--- config.mk ---
export PLATFORM = sky130hd
export DESIGN_NAME = reg_dump_reader
export DESIGN_NICKNAME = d
export VERILOG_FILES = /design/src/rtl/reg_dump_pkg.sv /design/src/rtl/reg_dump_reader.sv
export SDC_FILE = /design/constraint.sdc
export NUM_CORES = 1
export LEC_CHECK = 0
export CORE_ASPECT_RATIO = 0.9
export CORE_MARGIN = 3
export CORE_UTILIZATION = 25
export CTS_CLUSTER_DIAMETER = 150
export DETAILED_ROUTE_END_ITERATION = 8
export GPL_ROUTABILITY_DRIVEN = 0
export SETUP_SLACK_MARGIN = 0.02
export SLEW_MARGIN = 25
export SYNTH_ARGS = -nofsm -noshare
export SYNTH_HDL_FRONTEND = slang
export SYNTH_SLANG_ARGS = --single-unit
--- constraint.sdc ---
create_clock -name clk -period 1.55 [get_ports clk]
set_input_delay 0.2325 -clock clk [delete_from_list [all_inputs] [get_ports clk]]
set_output_delay 0.2325 -clock clk [all_outputs]
set_load 0.05 [all_outputs]
--- src/rtl/reg_dump_pkg.sv ---
// Shared definitions for reg_dump_reader: FSM state encoding and default widths.
package reg_dump_pkg;

  localparam int DATA_W_DEF = 32;
  localparam int ADDR_W_DEF = 5;

  typedef enum logic [1:0] {
    ST_IDLE   = 2'd0,
    ST_READ   = 2'd1,
    ST_SEND   = 2'd2,
    ST_FINISH = 2'd3
  } state_e;

endpackage

--- src/rtl/reg_dump_reader.sv ---
// Streams registers first_idx..last_idx from a register-file read port as ready/valid words.
// Optional REG_DUMP_CHECKSUM_EN appends an XOR checksum word after the last register.
module reg_dump_reader
  import reg_dump_pkg::*;
#(
  parameter int DATA_W = DATA_W_DEF,
  parameter int ADDR_W = ADDR_W_DEF
) (
  input  logic              clk,
  input  logic              rst,
  input  logic              start,
  input  logic              abort,
  input  logic [ADDR_W-1:0] first_idx,
  input  logic [ADDR_W-1:0] last_idx,
  output logic [ADDR_W-1:0] rf_addr,
  input  logic [DATA_W-1:0] rf_data,
  output logic              out_valid,
  input  logic              out_ready,
  output logic [DATA_W-1:0] out_data,
  output logic [ADDR_W-1:0] out_idx,
  output logic              out_last,
  output logic              busy,
  output logic              done
);

  state_e            state_r;
  logic [ADDR_W-1:0] idx_r;
  logic [ADDR_W-1:0] last_r;
  logic              out_valid_r;
  logic [DATA_W-1:0] out_data_r;
  logic [ADDR_W-1:0] out_idx_r;
  logic              out_last_r;
  logic              done_r;
`ifdef REG_DUMP_CHECKSUM_EN
  logic [DATA_W-1:0] csum_r;
`endif

  assign rf_addr   = idx_r;
  assign out_valid = out_valid_r;
  assign out_data  = out_data_r;
  assign out_idx   = out_idx_r;
  assign out_last  = out_last_r;
  assign done      = done_r;
  assign busy      = (state_r != ST_IDLE);

  // Dump sequencer: fetch one register per READ, present it in SEND until accepted.
  always_ff @(posedge clk or negedge rst) begin
    if (!rst) begin
      state_r     <= ST_IDLE;
      idx_r       <= {ADDR_W{1'b0}};
      last_r      <= {ADDR_W{1'b0}};
      out_valid_r <= 1'b0;
      out_data_r  <= {DATA_W{1'b0}};
      out_idx_r   <= {ADDR_W{1'b0}};
      out_last_r  <= 1'b0;
      done_r      <= 1'b0;
`ifdef REG_DUMP_CHECKSUM_EN
      csum_r      <= {DATA_W{1'b0}};
`endif
    end else begin
      done_r <= 1'b0;
      // Abort wins over everything, including a handshake in the same cycle.
      if (abort && (state_r != ST_IDLE)) begin
        state_r     <= ST_IDLE;
        out_valid_r <= 1'b0;
        out_last_r  <= 1'b0;
      end else begin
        case (state_r)
          ST_IDLE: begin
            if (start) begin
              if (first_idx <= last_idx) begin
                idx_r   <= first_idx;
                last_r  <= last_idx;
                state_r <= ST_READ;
`ifdef REG_DUMP_CHECKSUM_EN
                csum_r  <= {DATA_W{1'b0}};
`endif
              end else begin
                state_r <= ST_FINISH;
                done_r  <= 1'b1;
              end
            end else begin
              state_r <= ST_IDLE;
            end
          end
          ST_READ: begin
            out_data_r  <= rf_data;
            out_idx_r   <= idx_r;
`ifdef REG_DUMP_CHECKSUM_EN
            out_last_r  <= 1'b0;
`else
            out_last_r  <= (idx_r == last_r);
`endif
            out_valid_r <= 1'b1;
            state_r     <= ST_SEND;
          end
          ST_SEND: begin
            if (out_ready) begin
              if (out_last_r) begin
                out_valid_r <= 1'b0;
                out_last_r  <= 1'b0;
                state_r     <= ST_FINISH;
                done_r      <= 1'b1;
`ifdef REG_DUMP_CHECKSUM_EN
              end else if (idx_r == last_r) begin
                // Last register accepted: turn straight into the checksum word.
                out_data_r  <= csum_r ^ out_data_r;
                out_idx_r   <= {ADDR_W{1'b0}};
                out_last_r  <= 1'b1;
`endif
              end else begin
                out_valid_r <= 1'b0;
                idx_r       <= idx_r + ADDR_W'(1'b1);
                state_r     <= ST_READ;
`ifdef REG_DUMP_CHECKSUM_EN
                csum_r      <= csum_r ^ out_data_r;
`endif
              end
            end else begin
              state_r <= ST_SEND;
            end
          end
          ST_FINISH: begin
            state_r <= ST_IDLE;
          end
          default: begin
            state_r     <= ST_IDLE;
            out_valid_r <= 1'b0;
          end
        endcase
      end
    end
  end

endmodule

==> results.yml <==
finish:
  final_common_cell: "buf_4"
  utilization_pct: 42.7
  final_cell_mix: "buf_4, dfrtp_1, clkdlybuf4s50_1"
  synthToLayoutAreaGrowth_pct: 65.7
  diodes: 0
  nets: 371
  drive_gt1_share_pct: 46.4
floorplan:
  dieArea_mm2: 0.0107
  core_area_mm2: 0.00917
  fp.dieW_um: 108
  rows: 33
  die_h_um: 98.2
  start_util_pct: 25.8
  io_pins: 93
synth:
  synth_edf_count: 0
  synth_nets: 239
  yosys_warnings: 0
  synth.yosys.seq_area_share_pct: 55.1
  synthCells: 186
  ys_ff_latch: 52
  syn-cell-area_mm2: 0.00236
  synthArstFlopShare_pct: 100
  synthDistinctLibCells: 40
  synthFlopType: "dfrtp_1"
  avgSynthCellArea_um2: 12.7
timing:
  worst_slew_pin_slew_ns: 0.429
  clock-skew-final_ns: 0.00876
  rsz0062_at_grt: "false"
  maxSlewHeadroom_pct: 71.4
  timing.final.max_slew_violations: 0
  fmax_mhz: 670
  period_share_pct: 96.3
  hold_viol: 0
  setup-violations-final: 0
  post-route-min-period_ns: 1.49
  setup_ws_ns: 0.0576
route:
  vias: 1921
  drt_wl_total_um: 5790
  drtAntennaViolNets: 0
  drt_iter0_markers: 43
  dr.pass1.iters: 4
  routedWlPerCell_um: 13.1
  via_per_inst: 4.36
  drc: 0
setup_path:
  start_kind: "input port"
  criticalPathCategory: "input port to register"
  crit_required_ns: 1.75
  ff2ff_path_depth: 5
  crit_path_end_kind: "register"
  cp_max_fo: 3
  arrival_ns: 1.69
cts:
  cts_root_buf: "clkbuf_8"
  numClockSinks: 52
  numCtsBuffers: 5
  clkTransAtPathRegs_ns: 0.09
  clock_path_buffers: 2
  cts_tree: "built"
  insertion_delay_ns: 0.30
  htree_levels: 2
placement:
  port_buffers: 92
  place_hpwl_um: 4620
  dp_slack_ns: -0.742
power_and_ir_drop:
  p_total_mw: 8.85
  peakVddDrop_mv: 0.910
  p_per_area_mw_per_mm2: 2260
  leakage_nw: 1.73
global_route:
  grt.overflow.total: 0
  grt_max_degree: 23
  grt_pass1_wl_um: 9190
  grt_usage_pct: 10.8
  antenna_found_initial: 0
  grt_pass1_vias: 1976
hold_path:
  whs_path_depth: 3
  hold_path_class: "input port to register"
run_status:
  status: "finished, final reports clean"
flow_run:
  maxCapViolCount: 0
layout make-up:
type	count	area [um^2]
multi-input cells	120	1100
well taps	122	153
clock inverters	1	30.0
flip-flops and latches	52	1310
inverters	8	42.5
repair buffers	131	1190
fillers	898	5250
clock buffers	7	96.3
flip-flops by register name, summed over array words and instances, names as in the netlist:
register and cells:
out_valid 1, out_last 1, out_idx 5, state_r 2, last_r 5, done 1, out_data 32, rf_addr 5
cells by family after synthesis:
group / after synthesis / share of synthesized area, %
buf+inv: 14 / 3.28
xor+xnor: 5 / 1.85
mux: 38 / 18.1
flops: 52 / 55.1
fa+ha+maj: 6 / 3.18
simple gates: 36 / 8.05
compound gates: 35 / 10.5
per-layer routing:
layer  track usage (%)  vias to the layer above  share of wire [%]
li1                  -                      927                  -
met1              13.1                      933                 44
met2              19.0                       56                 49
met3              2.12                        5                6.2
met4              3.40                        0                1.2
met5                 0                        -                  0
through the flow:
stage                     cells  hold slack (ns)  instance area [um^2]  setup TNS, ns
after detailed placement    428            0.196                  3710         -12.70
after CTS                   440            0.228                  3890              0
after global routing        441            0.236                  3920              0
after global placement      428            0.194                  3710         -11.96
final                       441            0.240                  3920              0
after floorplan             186          -0.0631                  2420        -0.0968
synthesized netlist by cell type (all sizes together), types with 2 or more instances:
cell type,count,share of area [%]
a211oi,2,0.85
a21oi,9,2.1
buf,5,1.9
dfrtp,52,55
ha,6,3.2
inv,8,1.3
mux2,38,18
nand2,10,1.9
nand2b,2,0.53
nand3,8,1.7
nor2,7,1.3
nor2b,2,0.53
nor3,3,0.85
o21ai,11,2.3
o2bb2ai,3,1.1
xnor2,2,0.74
xor2,3,1.1
critical path: stages:
cell and delay (ns):
clkbuf_4 0.15, inv_12 0.03, ha_4 0.27, nand2b_4 0.05, a211o_4 0.36, a21oi_2 0.16
or2_4 0.14, mux2_4 0.28
path summary, 6_finish.rpt:
check	from	endpoint	slack, ns
setup / recovery	last_idx[1]	last_r[0]	0.06
hold / removal	last_idx[1]	last_r[1]	0.24
setup reg to reg	state_r[0]	out_data[18]	0.09
hold reg to reg	out_data[13]	out_data[13]	0.50
max in group asynchronous	rst	out_data[24]	0.59
min in group asynchronous	rst	out_valid	0.39
power by group:
group / switching, mW / internal, mW / leakage (nW) / total, mW
Sequential: 0.489 / 2.02 / 0.623 / 2.51
Combinational: 3.22 / 2.12 / 1.04 / 5.34
Clock: 0.432 / 0.570 / 0.0645 / 1.00
Total: 4.14 / 4.71 / 1.73 / 8.85
repair_timing:
action | CTS | global route
pin swaps | 5 | 9
setup buffers | 3 | 1
resized for setup | 25 | 21
endpoints found under the hold margin | 15 | 0
hold buffers | 1 | 0
setup endpoints to repair | 13 | 42
(Power assumes the default switching activity.)
==> variant 1 (config.mk and constraints unchanged) <==
Encoding of `state_e`: now one-hot (4 bits for 4 states).
--- a/src/rtl/reg_dump_pkg.sv
+++ b/src/rtl/reg_dump_pkg.sv
@@ -4,11 +4,11 @@
   localparam int DATA_W_DEF = 32;
   localparam int ADDR_W_DEF = 5;
 
-  typedef enum logic [1:0] {
-    ST_IDLE   = 2'd0,
-    ST_READ   = 2'd1,
-    ST_SEND   = 2'd2,
-    ST_FINISH = 2'd3
+  typedef enum logic [3:0] {
+    ST_IDLE   = 4'b0001,
+    ST_READ   = 4'b0010,
+    ST_SEND   = 4'b0100,
+    ST_FINISH = 4'b1000
   } state_e;
 
 endpackage
Check against the original RTL: no difference found for any inputs over 10 cycles, from zero or initial values and one cycle with rst low; not proved beyond that.
==> variant 1 against the unedited design <==
  * Sequential cell count rose by 2
  * Highest routed layer unchanged
  * Area after synthesis grew 5.8%
  * Largest power group unchanged
  * Cell count grew 6.1%
  * Maximum frequency down 21%
  * Worst setup slack lost 400 ps
  * Routed wire length grew 20%
  * The run now ends with negative setup slack left
  * Non-clock buffer count up 20
  * Power increased by 0.96%
  * Design area grew 12%
==> variant 1: results (changes against the unedited design) <==
* Status: complete, but fails checks
* Violated checks: negative setup slack
* Vias per cell at 4.47 (+2.5%)
* Largest cells by area after synthesis: dfrtp_1 53%, mux2_2 18%, ha_1 3.0%
* Fill count at 868 (-3.3%)
* CP Max Fanout at 4 (+1)
* Worst setup margin at -344 ps (-401 ps)
* Slowest-stage cell, CP: or4b_4
* Clk. pwr at 950 uW (-5%)
* Cell variety after synth at 42 (+5.0%)
* Critical Path Start: state_r[3]
* Register area share after synthesis at 0.541 (-0.00951)
* Slowest Stage Delay on Critical Path at 530 ps (+170 ps)
* Setup TNS at -6390 ps (-6390 ps)
* Critical path endpoint: rf_addr[1]
* Critical path arrival at 2080 ps (+390 ps)
* TritonCTS buffer count at 5 (unchanged)
* Compound-Gate Fraction of Synth Area at 0.0841 (-0.0207)
* Placed cell area at 3760 um^2 (+1.3%)
* Largest net degree at the start of global routing at 31 (+35%)
* GRT Total Usage at 0.122 (+0.0144)
* HPWL after DPL at 4.95 mm (+7.0%)
* Worst Hold Depth at 2 (-1)
* CTS max path bufs at 2 (unchanged)
* Final hold slack at 229 ps (-11.8 ps)
* WL/cell at 14.8 um (+13%)
* Adder-cell share of the synthesized area at 0.0300 (-0.00173)
* Most common library cells after synthesis: 53 x dfrtp_1, 41 x mux2_2, 9 x inv_1, 9 x nand2_1
* Multi-input gate area at 1190 um^2 (+8.8%)
* Yosys warns at 0 (unchanged)
* Drt pass-1 iters at 6 (+2)
* Yosys top cell area share at 0.531 (-0.0200)
* Combinational share of power at 0.623 (+0.020)
* Final nets at 398 (+7.3%)
* Leak at 0.00209 uW (+21%)
* Post-synthesis mux area share at 0.199 (+0.0177)
* WL final at 6.93 mm (+20%)
* Iteration-0 DRC count of the detailed router at 58 (+35%)
* Global-route wire length before repair at 11.1 mm (+21%)
* Share of layout cells above drive strength 1 at 0.512 (+0.0476)
* VDD IR-drop max at 1340 uV (+47%)
* Worst-margin pin slew at 398 ps (-31.5 ps)
* Switching share of power at 0.449 (-0.0182)
* Comb pwr at 5570 uW (+4.3%)
* Setup-failing EPs final at 53 (+53)
* Cell family with most CP delay: simple AND/OR/NAND/NOR gates
* Vias in the first global route at 2264 (+15%)
* Dpl ws at -679 ps (+63.0 ps)
* Net Count, Synth at 250 (+4.6%)
* N_diodes at 0 (unchanged)
* Placed instance count at 439 (+2.6%)
* Setup Skew at 12.1 ps (+3.33 ps)
* Post-Synth XOR/XNOR Area at 0.0175 (-0.00101)
* Mean Syn Cell Area at 12.7 um^2 (-0.14%)
==> variant 1: cell count changes after synthesis, moves of 4 or more <==
cell	change
a21oi_1	-5
clkbuf_1	+4
mux2_1	-21
mux2_2	+24
nand2b_1	+6
nand3_1	-4
o21ai_0	-7
==> variant 1: timing repair <==
action	4_1_cts	5_1_grt
buffers inserted	12	4
pin swaps	7	7
hold endpoints to repair	53	0
setup endpoints to repair	53	55
cloned	6	1
gates resized for setup	38	30
hold buffers	1	0
==> variant 1: area by class of cell <==
type | instances | share of cell area
Tap cell | 122 | 0.0347
Sequential cell | 54 | 0.308
Inverter | 9 | 0.00825
Multi-Input combinational cell | 124 | 0.271
Timing Repair Buffer | 151 | 0.352
Clock inverter | 3 | 0.0102
Clock buffer | 5 | 0.0156
==> variant 1: routing by layer <==
layer / vias up / share of wire / global-route usage
met5: - / 0 / 0
met4: 0 / 0.012 / 0.0309
met3: 4 / 0.053 / 0.0258
met2: 58 / 0.53 / 0.223
met1: 1026 / 0.41 / 0.147
li1: 1002 / - / -
==> variant 2 (same flow settings) <==
Without the edit above. Set the package constant `DATA_W_DEF` to 40 (it was 32).
--- a/src/rtl/reg_dump_pkg.sv
+++ b/src/rtl/reg_dump_pkg.sv
@@ -1,7 +1,7 @@
 // Shared definitions for reg_dump_reader: FSM state encoding and default widths.
 package reg_dump_pkg;
 
-  localparam int DATA_W_DEF = 32;
+  localparam int DATA_W_DEF = 40;
   localparam int ADDR_W_DEF = 5;
 
   typedef enum logic [1:0] {
Interface: changed (resized out_data and rf_data); port bits go from 93 to 109. No check against the original RTL was run, so the function may have changed too.
==> variant 2 against the unedited design <==
  * Design area is 16% higher
  * Worst setup slack got worse by 1.7 ps
  * Area after synthesis up 15%
  * Count of clock-buffer cells in the layout grew 5
  * Clock power increased by 110%
  * Critical endpoint is now last_r[3]
  * Sequential cell count grew 8
  * Routed wire length rose by 23%
  * Power is 23% higher
==> variant 2: results (changes against the unedited design) <==
* Metal1 wirelength at 3.10 mm (+22%)
* Hold_sp: last_idx[4]
* HPWL after DPL at 5.19 mm (+12%)
* NetSw at 4850 uW (+17%)
* Worst Hold Path EP: last_r[4]
* Combinational share of power at 0.545 (-0.058)
* Inverters at 12 (+4)
* Post-synthesis mux area share at 0.215 (+0.0343)
* Clk slew on worst S/H paths at 50 ps (-40 ps)
* Status: completed
* WL final at 7.10 mm (+23%)
* WL/cell at 15.1 um (+15%)
* Fraction of area in registers at 0.330 (-0.00328)
* Mean Syn Cell Area at 13.7 um^2 (+7.6%)
* TritonCTS buffer count at 9 (+4)
* Slew HR at 0.763 (+0.0492)
* Dpl ws at -656 ps (+86.6 ps)
* Clock network area share at 0.0701 (+0.0378)
* Placed instance count at 453 (+5.8%)
* Adder-cell share of the synthesized area at 0.0277 (-0.00404)
* Met1 Use GR at 0.151 (+0.0201)
* Post-Synth XOR/XNOR Area at 0.0162 (-0.00235)
* Non-clock buffer share at 0.279 (-0.0254)
* Slowest-stage cell, CP: ha_4
* Worst Hold Depth at 2 (-1)
* Final nets at 398 (+7.3%)
* Sequential power share at 0.263 (-0.021)
* CP Max Fanout at 5 (+2)
* Global-route wire length before repair at 11.6 mm (+26%)
* Share of layout cells above drive strength 1 at 0.509 (+0.0448)
* H-tree Lvls at 3 (+1)
* Placed cell area at 4080 um^2 (+9.9%)
* Synthesized cell area at 2710 um^2 (+15%)
* Vias in the first global route at 2279 (+15%)
* PD cells at 2400 nW/um^2 (+6.2%)
* Final hold slack at 180 ps (-60.0 ps)
* Most common library cells after synthesis: 60 x dfrtp_1, 50 x mux2_2, 11 x inv_1, 9 x nand2_1, 7 x nand3_1
* Slowest Stage Delay on Critical Path at 320 ps (-40 ps)
* Fmax at 669 MHz (-0.11%)
* Cell variety after synth at 35 (-13%)
* FF-to-FF End: out_data[20]
* FF-to-FF Start: state_r[1]
* Num sequential at 60 (+15%)
* GRT Total Usage at 0.122 (+0.0139)
* Multi-input combinational area share at 0.276 (-0.00469)
* Largest net degree at the start of global routing at 61 (+170%)
* M2 GR Usage at 0.188 (-0.00159)
[variant 2: cell count changes after synthesis, moves of 4 or more]
cell      delta
dfrtp_1      +8
mux2_2      +33
a31oi_1      +5
inv_1        +4
o21ai_0      -5
clkbuf_8     +4
mux2_1      -21
[variant 2: how the worst max path moves through the flow]
| stage | startpoint | cells past startpoint | to |
|---|---|---|---|
| detailed placement | last_idx[2] | 9 | rf_addr[3] |
| floorplan | last_idx[4] | 7 | last_r[0] |
| global placement | last_idx[2] | 9 | rf_addr[2] |
| finish | first_idx[4] | 7 | last_r[3] |
| CTS | state_r[0] | 4 | busy |
| global route | state_r[0] | 4 | busy |
[variant 2: repair_timing]
action,CTS,global route
buffers inserted,1,0
setup endpoints to repair,13,12
hold buffers,1,0
pin swaps,5,9
hold endpoints to repair,60,0
gates resized for setup,29,19
